[src/rtl/i2c_bus_arbiter.sv]
// Round-robin arbiter sharing one I2C engine among four requesters.
// Watches engine start and completion, and aborts the engine on error or timeout.
module i2c_bus_arbiter #(
  parameter int unsigned TIMEOUT_CYCLES = 100000,
  parameter int unsigned START_WAIT     = 16
) (
  input  logic        clock,
  input  logic        reset,
  input  logic [3:0]  req,
  input  logic [27:0] req_slave_addr,
  input  logic [63:0] req_reg_addr,
  input  logic [3:0]  req_is_read,
  input  logic [39:0] req_nb_bytes,
  input  logic [31:0] req_data,
  output logic [3:0]  grant,
  output logic [3:0]  done,
  output logic [3:0]  err,
  output logic        eng_start,
  output logic [6:0]  eng_slave_addr,
  output logic [15:0] eng_reg_addr,
  output logic        eng_is_read,
  output logic [9:0]  eng_nb_bytes,
  output logic [7:0]  eng_data_in,
  output logic        eng_reset,
  input  logic        eng_ready,
  input  logic        eng_error
);

  localparam int unsigned MaxWait  = (TIMEOUT_CYCLES > START_WAIT) ? TIMEOUT_CYCLES : START_WAIT;
  localparam int unsigned CntWidth = ($clog2(MaxWait + 1) > 17) ? $clog2(MaxWait + 1) : 17;

  // Abort fires on the last allowed cycle, so compare against limit - 1.
  localparam logic [CntWidth-1:0] StartLast =
      CntWidth'((START_WAIT == 0) ? 0 : START_WAIT - 1);
  localparam logic [CntWidth-1:0] TimeoutLast =
      CntWidth'((TIMEOUT_CYCLES == 0) ? 0 : TIMEOUT_CYCLES - 1);

  localparam logic [2:0] StIdle      = 3'd0;
  localparam logic [2:0] StIssue     = 3'd1;
  localparam logic [2:0] StWaitBusy  = 3'd2;
  localparam logic [2:0] StWaitDone  = 3'd3;
  localparam logic [2:0] StRelease   = 3'd4;
  localparam logic [2:0] StAbort     = 3'd5;
  localparam logic [2:0] StAbortHold = 3'd6;

  logic [2:0]          state_q, state_d;
  logic [CntWidth-1:0] cnt_q, cnt_d, cnt_inc;
  logic [3:0]          grant_q, grant_d;
  logic [3:0]          done_q, done_d;
  logic [3:0]          err_q, err_d;
  logic [1:0]          owner_q, owner_d;
  logic [1:0]          ptr_q, ptr_d;
  logic                eng_reset_q, eng_reset_d;
  logic                latch_en;

  logic [6:0]          slave_addr_q;
  logic [15:0]         reg_addr_q;
  logic                is_read_q;
  logic [9:0]          nb_bytes_q;

  logic [1:0]          winner;
  logic                found;
  logic [1:0]          idx;
  logic [6:0]          sel_slave_addr;
  logic [15:0]         sel_reg_addr;
  logic                sel_is_read;
  logic [9:0]          sel_nb_bytes;
  logic [7:0]          data_mux;

  // Round-robin search starting at ptr_q, wrapping modulo 4.
  always_comb begin
    winner = ptr_q;
    found  = 1'b0;
    idx    = '0;
    for (int k = 0; k < 4; k++) begin
      idx = ptr_q + 2'(k);
      if (!found && req[idx]) begin
        winner = idx;
        found  = 1'b1;
      end
    end
  end

  always_comb begin
    sel_slave_addr = '0;
    sel_reg_addr   = '0;
    sel_is_read    = 1'b0;
    sel_nb_bytes   = '0;
    data_mux       = '0;
    for (int i = 0; i < 4; i++) begin
      if (winner == 2'(i)) begin
        sel_slave_addr = req_slave_addr[7*i +: 7];
        sel_reg_addr   = req_reg_addr[16*i +: 16];
        sel_is_read    = req_is_read[i];
        sel_nb_bytes   = req_nb_bytes[10*i +: 10];
      end
      if (grant_q[i]) begin
        data_mux = req_data[8*i +: 8];
      end
    end
  end

  assign cnt_inc = (cnt_q == '1) ? cnt_q : cnt_q + 1'b1;

  always_comb begin
    state_d     = state_q;
    cnt_d       = cnt_q;
    grant_d     = grant_q;
    owner_d     = owner_q;
    ptr_d       = ptr_q;
    done_d      = '0;
    err_d       = '0;
    eng_reset_d = 1'b0;
    latch_en    = 1'b0;
    unique case (state_q)
      StIdle: begin
        if (|req) begin
          grant_d  = 4'b0001 << winner;
          owner_d  = winner;
          latch_en = 1'b1;
          state_d  = StIssue;
        end
      end
      StIssue: begin
        cnt_d   = '0;
        state_d = StWaitBusy;
      end
      StWaitBusy: begin
        if (!eng_ready) begin
          cnt_d   = '0;
          state_d = StWaitDone;
        end else if (cnt_q >= StartLast) begin
          err_d       = grant_q;
          eng_reset_d = 1'b1;
          state_d     = StAbort;
        end else begin
          cnt_d = cnt_inc;
        end
      end
      StWaitDone: begin
        // Error outranks a simultaneous ready.
        if (eng_error) begin
          err_d       = grant_q;
          eng_reset_d = 1'b1;
          state_d     = StAbort;
        end else if (eng_ready) begin
          done_d  = grant_q;
          grant_d = '0;
          state_d = StRelease;
        end else if (cnt_q >= TimeoutLast) begin
          err_d       = grant_q;
          eng_reset_d = 1'b1;
          state_d     = StAbort;
        end else begin
          cnt_d = cnt_inc;
        end
      end
      StRelease: begin
        ptr_d   = owner_q + 2'd1;
        state_d = StIdle;
      end
      StAbort: begin
        eng_reset_d = 1'b1;
        state_d     = StAbortHold;
      end
      StAbortHold: begin
        grant_d = '0;
        ptr_d   = owner_q + 2'd1;
        state_d = StIdle;
      end
      default: begin
        grant_d = '0;
        state_d = StIdle;
      end
    endcase
  end

  always_ff @(posedge clock) begin
    if (reset) begin
      state_q      <= StIdle;
      cnt_q        <= '0;
      grant_q      <= '0;
      done_q       <= '0;
      err_q        <= '0;
      owner_q      <= '0;
      ptr_q        <= '0;
      eng_reset_q  <= 1'b0;
      slave_addr_q <= '0;
      reg_addr_q   <= '0;
      is_read_q    <= 1'b0;
      nb_bytes_q   <= '0;
    end else begin
      state_q     <= state_d;
      cnt_q       <= cnt_d;
      grant_q     <= grant_d;
      done_q      <= done_d;
      err_q       <= err_d;
      owner_q     <= owner_d;
      ptr_q       <= ptr_d;
      eng_reset_q <= eng_reset_d;
      if (latch_en) begin
        slave_addr_q <= sel_slave_addr;
        reg_addr_q   <= sel_reg_addr;
        is_read_q    <= sel_is_read;
        nb_bytes_q   <= sel_nb_bytes;
      end
    end
  end

  assign grant          = grant_q;
  assign done           = done_q;
  assign err            = err_q;
  assign eng_start      = (state_q == StIssue);
  // Engine is held in reset while the arbiter itself is in reset.
  assign eng_reset      = eng_reset_q | reset;
  assign eng_slave_addr = slave_addr_q;
  assign eng_reg_addr   = reg_addr_q;
  assign eng_is_read    = is_read_q;
  assign eng_nb_bytes   = nb_bytes_q;
  assign eng_data_in    = data_mux;

endmodule

[config.mk]
export PLATFORM = sky130hd
export DESIGN_NAME = i2c_bus_arbiter
export DESIGN_NICKNAME = d
export VERILOG_FILES = /design/src/rtl/i2c_bus_arbiter.sv
export SDC_FILE = /design/constraint.sdc
export NUM_CORES = 1
export LEC_CHECK = 0
export CAP_MARGIN = 10
export CORE_ASPECT_RATIO = 0.9
export CORE_MARGIN = 8
export CORE_UTILIZATION = 42
export DETAILED_ROUTE_END_ITERATION = 8
export GPL_TIMING_DRIVEN = 0
export PLACE_DENSITY = 0.87
export SYNTH_ARGS = -nofsm -noshare
export SYNTH_HDL_FRONTEND = slang
export SYNTH_SLANG_ARGS = --single-unit
export TNS_END_PERCENT = 1
[constraint.sdc]
create_clock -name clock -period 4.5 [get_ports clock]
set_input_delay 0.9 -clock clock [delete_from_list [all_inputs] [get_ports clock]]
set_output_delay 0.9 -clock clock [all_outputs]
set_load 0.005 [all_outputs]
# Word-level counts from Yosys, hierarchy flattened

Cells that the tools add are included.

Bits in registers: 71
Input port bits: 176
Output and inout port bits: 56

Add/sub/neg operators: 5
$lt $le $gt $ge: 6
Eq/ne operators: 18
Shift operators: 1
Mux-type cells: 66
Bitwise gates (word level): 4
Reduce and logical (&&, ||, !) cells: 17

Operators by type and width:

| operator                | number |
|---|---|
| $mux W17                | 6 |
| $mux W16                | 4 |
| $pmux W17 S3            | 1 |
| $mux W10                | 4 |
| $mux W4                 | 8 |
| $mux W8                 | 4 |
| $mux W7                 | 4 |
| $mux W1                 | 18 |
| $mux W3                 | 6 |
| $add A17 B1 Y17 const B | 1 |
| $eq A17 B17 Y1 const B  | 1 |
| $ge A17 B17 Y1 const B  | 1 |
| $ge A17 B4 Y1 const B   | 1 |
| $pmux W3 S5             | 1 |
| $lt A2 B3 Y1 const B    | 4 |
| $pmux W4 S3             | 1 |
| $reduce_or A4 Y1        | 3 |
| $ne A2 B2 Y1 const B    | 5 |
| $eq A3 B3 Y1 const B    | 3 |
| $bmux W1 S2             | 4 |
| $pmux W4 S2             | 1 |
| $eq A3 B2 Y1 const B    | 2 |
| $mux W2                 | 3 |
| $ne A3 B3 Y1 const B    | 2 |
| other kinds (20)        | 29 |

# Logic depth before layout (Yosys ltp)

Word-level depth: 17
Gate-level depth with buffers: 9

# Worst setup path after synthesis

No wires, ideal clock.

Kind: input-to-output
Start: input port reset
End: output port eng_reset
Arrival: 1544 ps
Setup slack: 2056 ps
Stages on the path: 3
Path through: clkbuf_1 -> clkbuf_1 -> or2_2

Longest elaborated chain between the ends: 1

Ends and longest elaborated chain:

| what         | line | text |
|---|---|---|
| from (decl)  | 8    | `input logic reset,` |
| $or A1 B1 Y1 | 215  | `assign eng_reset = eng_reset_q \| reset;` |
| to (decl)    | 24   | `output logic eng_reset,` |

Every way passes these cells.

# Worst setup path after layout

Start: input port req_data[14]
End: output port eng_data_in[6]

Longest elaborated chain between the ends: 3

Ends and longest elaborated chain:

| what                  | line | text |
|---|---|---|
| from (decl)           | 14   | `input logic [31:0] req_data,` |
| $mux W8 (3 in series) | 97   | `if (grant_q[i]) begin` |
| to (decl)             | 23   | `output logic [7:0] eng_data_in,` |

Every way passes these cells.

==> results by stage <==
Outcome:
- The flow ran to the end, and the final reports show no timing, DRC or antenna violations.

Worst setup path:
- The slowest stage of the critical path is the clkdlybuf4s50_1 cell.
- Counting buffers and inverters, the worst setup path is 6 cells deep.
- The peak fanout along the critical path is 1.
- The arrival time at the worst endpoint is roughly 2.4 ns.
- The worst setup path is of the input port to primary output kind.
- The critical path goes through clkdlybuf4s50_1 > a22oi_1 > nor2_1 > a21oi_1 > o21ai_0 > clkdlybuf4s50_1.
- The reg-to-reg critical path startpoint is cnt_q[7]$_SDFFE_PP0P_.
- STA classifies the critical path endpoint as a primary output.
- The library cell appearing most often on the critical path is clkdlybuf4s50_1.
- STA puts the critical path data required time at about 3.6 ns.
- The launch point of the critical path is req_data[14].
- The delay of the slowest critical-path stage is 0.55 ns.
- The buffers plus inverters on the worst setup path is 2.
- The worst setup path is launched from an input port.
- The setup check on the worst reg-to-reg path leaves a slack of about 2.2 ns.
- Among cell families on the critical path, the largest total delay comes from buffers and inverters.
- The reg-to-reg endpoint is cnt_q[8]$_SDFFE_PP0P_.
- In this run the worst setup path terminates at eng_data_in[6].
- The logic depth of the worst register-to-register path is 8.

Clocking:
- After clock tree synthesis, the clock-pin slew on the worst setup and hold paths is 0.07 ns.
- The number of sinks on the clock net is between 70 and 80.
- The cell sitting at the root of the clock tree is a clkbuf_8.
- No sink is reached through more buffers than the 2 on the longest clock path.
- Buffers inserted to repair hold after CTS numbered 0.
- The clock tree from TritonCTS is done.
- The CTS buffer count is 9.
- The number of instances resized during post-cts repair is 0.
- The number of post-CTS setup repair buffers is 0.
- The source-to-sink clock delay at the later pin of the worst-skew pair is between 0.3 and 0.4 ns.
- The deepest level of the CTS H-tree is 3.

Power:
- Across the VDD grid, the largest voltage drop is roughly 0.19 mV.
- The part of the power in combinational logic is 0.394.
- The analysis attributes to net switching a power of between 0.5 and 0.6 mW.
- Of the total power, the share spent switching nets is 0.307.
- In this run the static leakage power is roughly 2.4 nW.
- The total chip power is around 2.0 mW.
- The share of total power dissipated in the clock network is 0.228.
- Dividing total power by cell area gives a power density of 289 nW/µm².
- The internal power consumption is about 1.4 mW.
- Of the total power, registers draw 0.378.

Detailed routing:
- Dividing the detail-routed via count by the number of cells gives ~5.5.
- Dividing the detail-routed wire length by the instance count gives approximately 19 µm.
- The final wirelength is roughly 16000 µm.
- Once detail routing completed, the nets flagged for antenna violations numbered 0.
- The first detailed-routing pass took 4 iterations.
- The count of routing violations after the opening detailed-route iteration is around 250.
- The detailed-route via count is approximately 4600.
- In the routed design, unresolved DRC markers number 0.

Global route:
- Entering global routing, the biggest net connects 11 pins.
- The first-pass GRT wire length is approximately 25000 µm.
- The global-route usage over all layers is 0.233.
- The initial antenna violation count is 0.
- The overflow left after global routing is 0.
- The number of global-route vias before repair came to about 5000.

Run:
- The count of max-cap constraint violations is 0.

Synth:
- The async set-or-reset flop fraction in the synthesized netlist is 0.
- The number of instances in the synthesized netlist is 470.
- A synthesized cell averages 8.79 µm².
- Yosys attributes the largest share of cell area to dfxtp_1 (34%), mux4_2 (19%), nand2_1 (9.2%), a21oi_1 (6.4%), nor2_1 (3.3%).
- Summed over all instances, the cell type with the most area after synthesis is dfxtp_1.
- In this run, synthesis inferred 0 flip-flops with an integrated enable.
- For this run, the register share of the synthesized area comes to 0.344.
- Counting flops and latches in the post-synthesis netlist gives slightly above 70.
- The yosys synthesis warning count is 0.
- The number of nets produced by synthesis is 647.
- In the synthesized netlist the dominant register cell turns out to be dfxtp_1.
- In this run the cell area of the synthesized design comes to 4130 µm².
- The distinct cell type count after synthesis is 54.
- Of the post-synthesis cell area, the dominant cell type holds 0.344.

Final layout:
- In the layout the commonest cells are clkdlybuf4s50_1 (230), nand2_1 (101), dfxtp_1 (71).
- Relative to the synthesized area, the layout overhead comes to 63.5%.
- The net count of the finished layout is 888.
- At the end of the flow the core is filled with cells to 0.702.
- The number of antenna diodes in the final layout is 0.
- Leaving out fill and tap cells, the most frequent cell in the layout is clkdlybuf4s50_1.
- With fillers left out, the area of the finished cells amounts to 6750 µm².
- The ratio of cells with drive above 1 in the final layout is 0.101.

Floorplan:
- The die covers 13300 µm².
- For this design the top-level I/O count stands at 232.
- The number of standard-cell rows in the floorplan is 34.
- The initial utilization of the core area, before any placement, comes to 0.430.
- The chip height is 110 µm.
- The floorplan step defined a core boundary enclosing 9610 µm².
- The die extent in x is about 120 µm.

STA:
- The final clock period utilization by the worst path is 0.736.
- The final hold violation count is 0.
- Timing would allow up to ~0.30 GHz.
- The setup skew after layout is 0.00698 ns.
- The tightest slew margin relative to the limit is 0.491.
- The max-slew violation count is 0.
- The worst hold slack after final layout is about 0.46 ns.
- For the pin with the worst max-slew slack, the measured transition is 0.756 ns.
- The total negative setup slack is 0 ns.
- The routed design could run at a clock period as short as 3.31 ns.
- Setup repair after global routing left no endpoint under its margin.
- The setup violation total in the final timing report is 0.

Placed design:
- Once detailed placement completed, the half-perimeter wirelength came to approximately 13000 µm.
- The cell area reported after detailed placement is 6590 µm².
- The count of buffers added on input and output ports is 230.
- The weighted congestion at the end of routability-driven global placement is around 0.9.

Hold path:
- The tightest min-delay check is of the flip-flop to flip-flop type.
- The worst hold path begins at eng_reg_addr[7]$_SDFFE_PP0P_.
kinds of logic (layout without fill, tap and decap cells):
logic type      after synthesis  after routing  synth area share
compound gates              106            106             0.160
simple gates                210            210             0.242
flops                        71             71             0.344
fa+ha+maj                     1              1           0.00303
xor+xnor                     10             10            0.0212
buf+inv                      37            281            0.0415
mux                          35             35             0.188
worst min path at each step:
stage | endpoint | cells past startpoint
6_report | eng_reg_addr[7]$_SDFFE_PP0P_ | 2
5_1_grt | eng_nb_bytes[9]$_SDFFE_PP0P_ | 2
4_1_cts | eng_reg_addr[5]$_SDFFE_PP0P_ | 2
3_5_place_dp | eng_reg_addr[7]$_SDFFE_PP0P_ | 2
3_3_place_gp | eng_nb_bytes[0]$_SDFFE_PP0P_ | 2
2_1_floorplan | owner_q[1]$_SDFFE_PP0P_ | 2
sequential cells by signal, summed over array words and instances (netlist names):
signal          cells
eng_reg_addr       16
eng_is_read         1
eng_slave_addr      7
owner_q             2
done                4
ptr_q               2
cnt_q              17
eng_nb_bytes       10
eng_reset_q         1
grant               4
err                 4
state_q             3
synth_stat cells (3+ instances only):
cell / instances
nand2_1: 101
dfxtp_1: 71
a21oi_1: 53
nor2_1: 36
mux4_2: 34
clkbuf_1: 21
o21ai_0: 14
nand3_1: 11
nor3_1: 10
xnor2_1: 10
a22oi_1: 8
and2_1: 8
nand4_1: 7
nor2b_1: 7
a211oi_1: 5
buf_2: 5
buf_1: 4
nand2b_1: 4
nor4_1: 4
a211o_1: 3
and3_1: 3
buf_4: 3
or2_2: 3
final cells by class:
class	count	area (µm²)
Fill cell	727	2860
Multi-Input combinational cell	362	2540
Timing Repair Buffer	230	2300
Sequential cell	71	1420
Buffer	35	164
Clock buffer	13	159
Tap cell	126	158
Inverter	2	7.51
Clock inverter	1	5.00
layer usage:
| layer | track usage | share of wire | vias up |
|---|---|---|---|
| met5 | 0 | 0 | - |
| met4 | 0.0748 | 0.019 | 0 |
| met3 | 0.0973 | 0.098 | 29 |
| met2 | 0.434 | 0.52 | 202 |
| met1 | 0.233 | 0.36 | 2188 |
| li1 | - | - | 2185 |
per-stage QoR:
stage | std cells | worst slack [ns]
3_5_place_dp | 826 | 1.21
4_1_cts | 840 | 1.20
3_3_place_gp | 826 | 1.28
2_1_floorplan | 470 | 2.06
6_report | 840 | 1.19
5_1_grt | 840 | 1.09
tightest hold or removal path: stages, from the launching register on:
cell and delay [ns]:
dfxtp_1 0.31, nand2_1 0.05, a21oi_1 0.05
power groups by stage:
stage | Combinational [mW] | Sequential (mW) | Clock (mW)
global route | 0.843 | 0.744 | 0.480
detailed placement | 0.772 | 0.751 | 0
global placement | 0.746 | 0.746 | 0
CTS | 0.776 | 0.737 | 0.448
floorplan | 0.361 | 0.750 | 0
finish | 0.771 | 0.738 | 0.446
(Power assumes the default switching activity.)
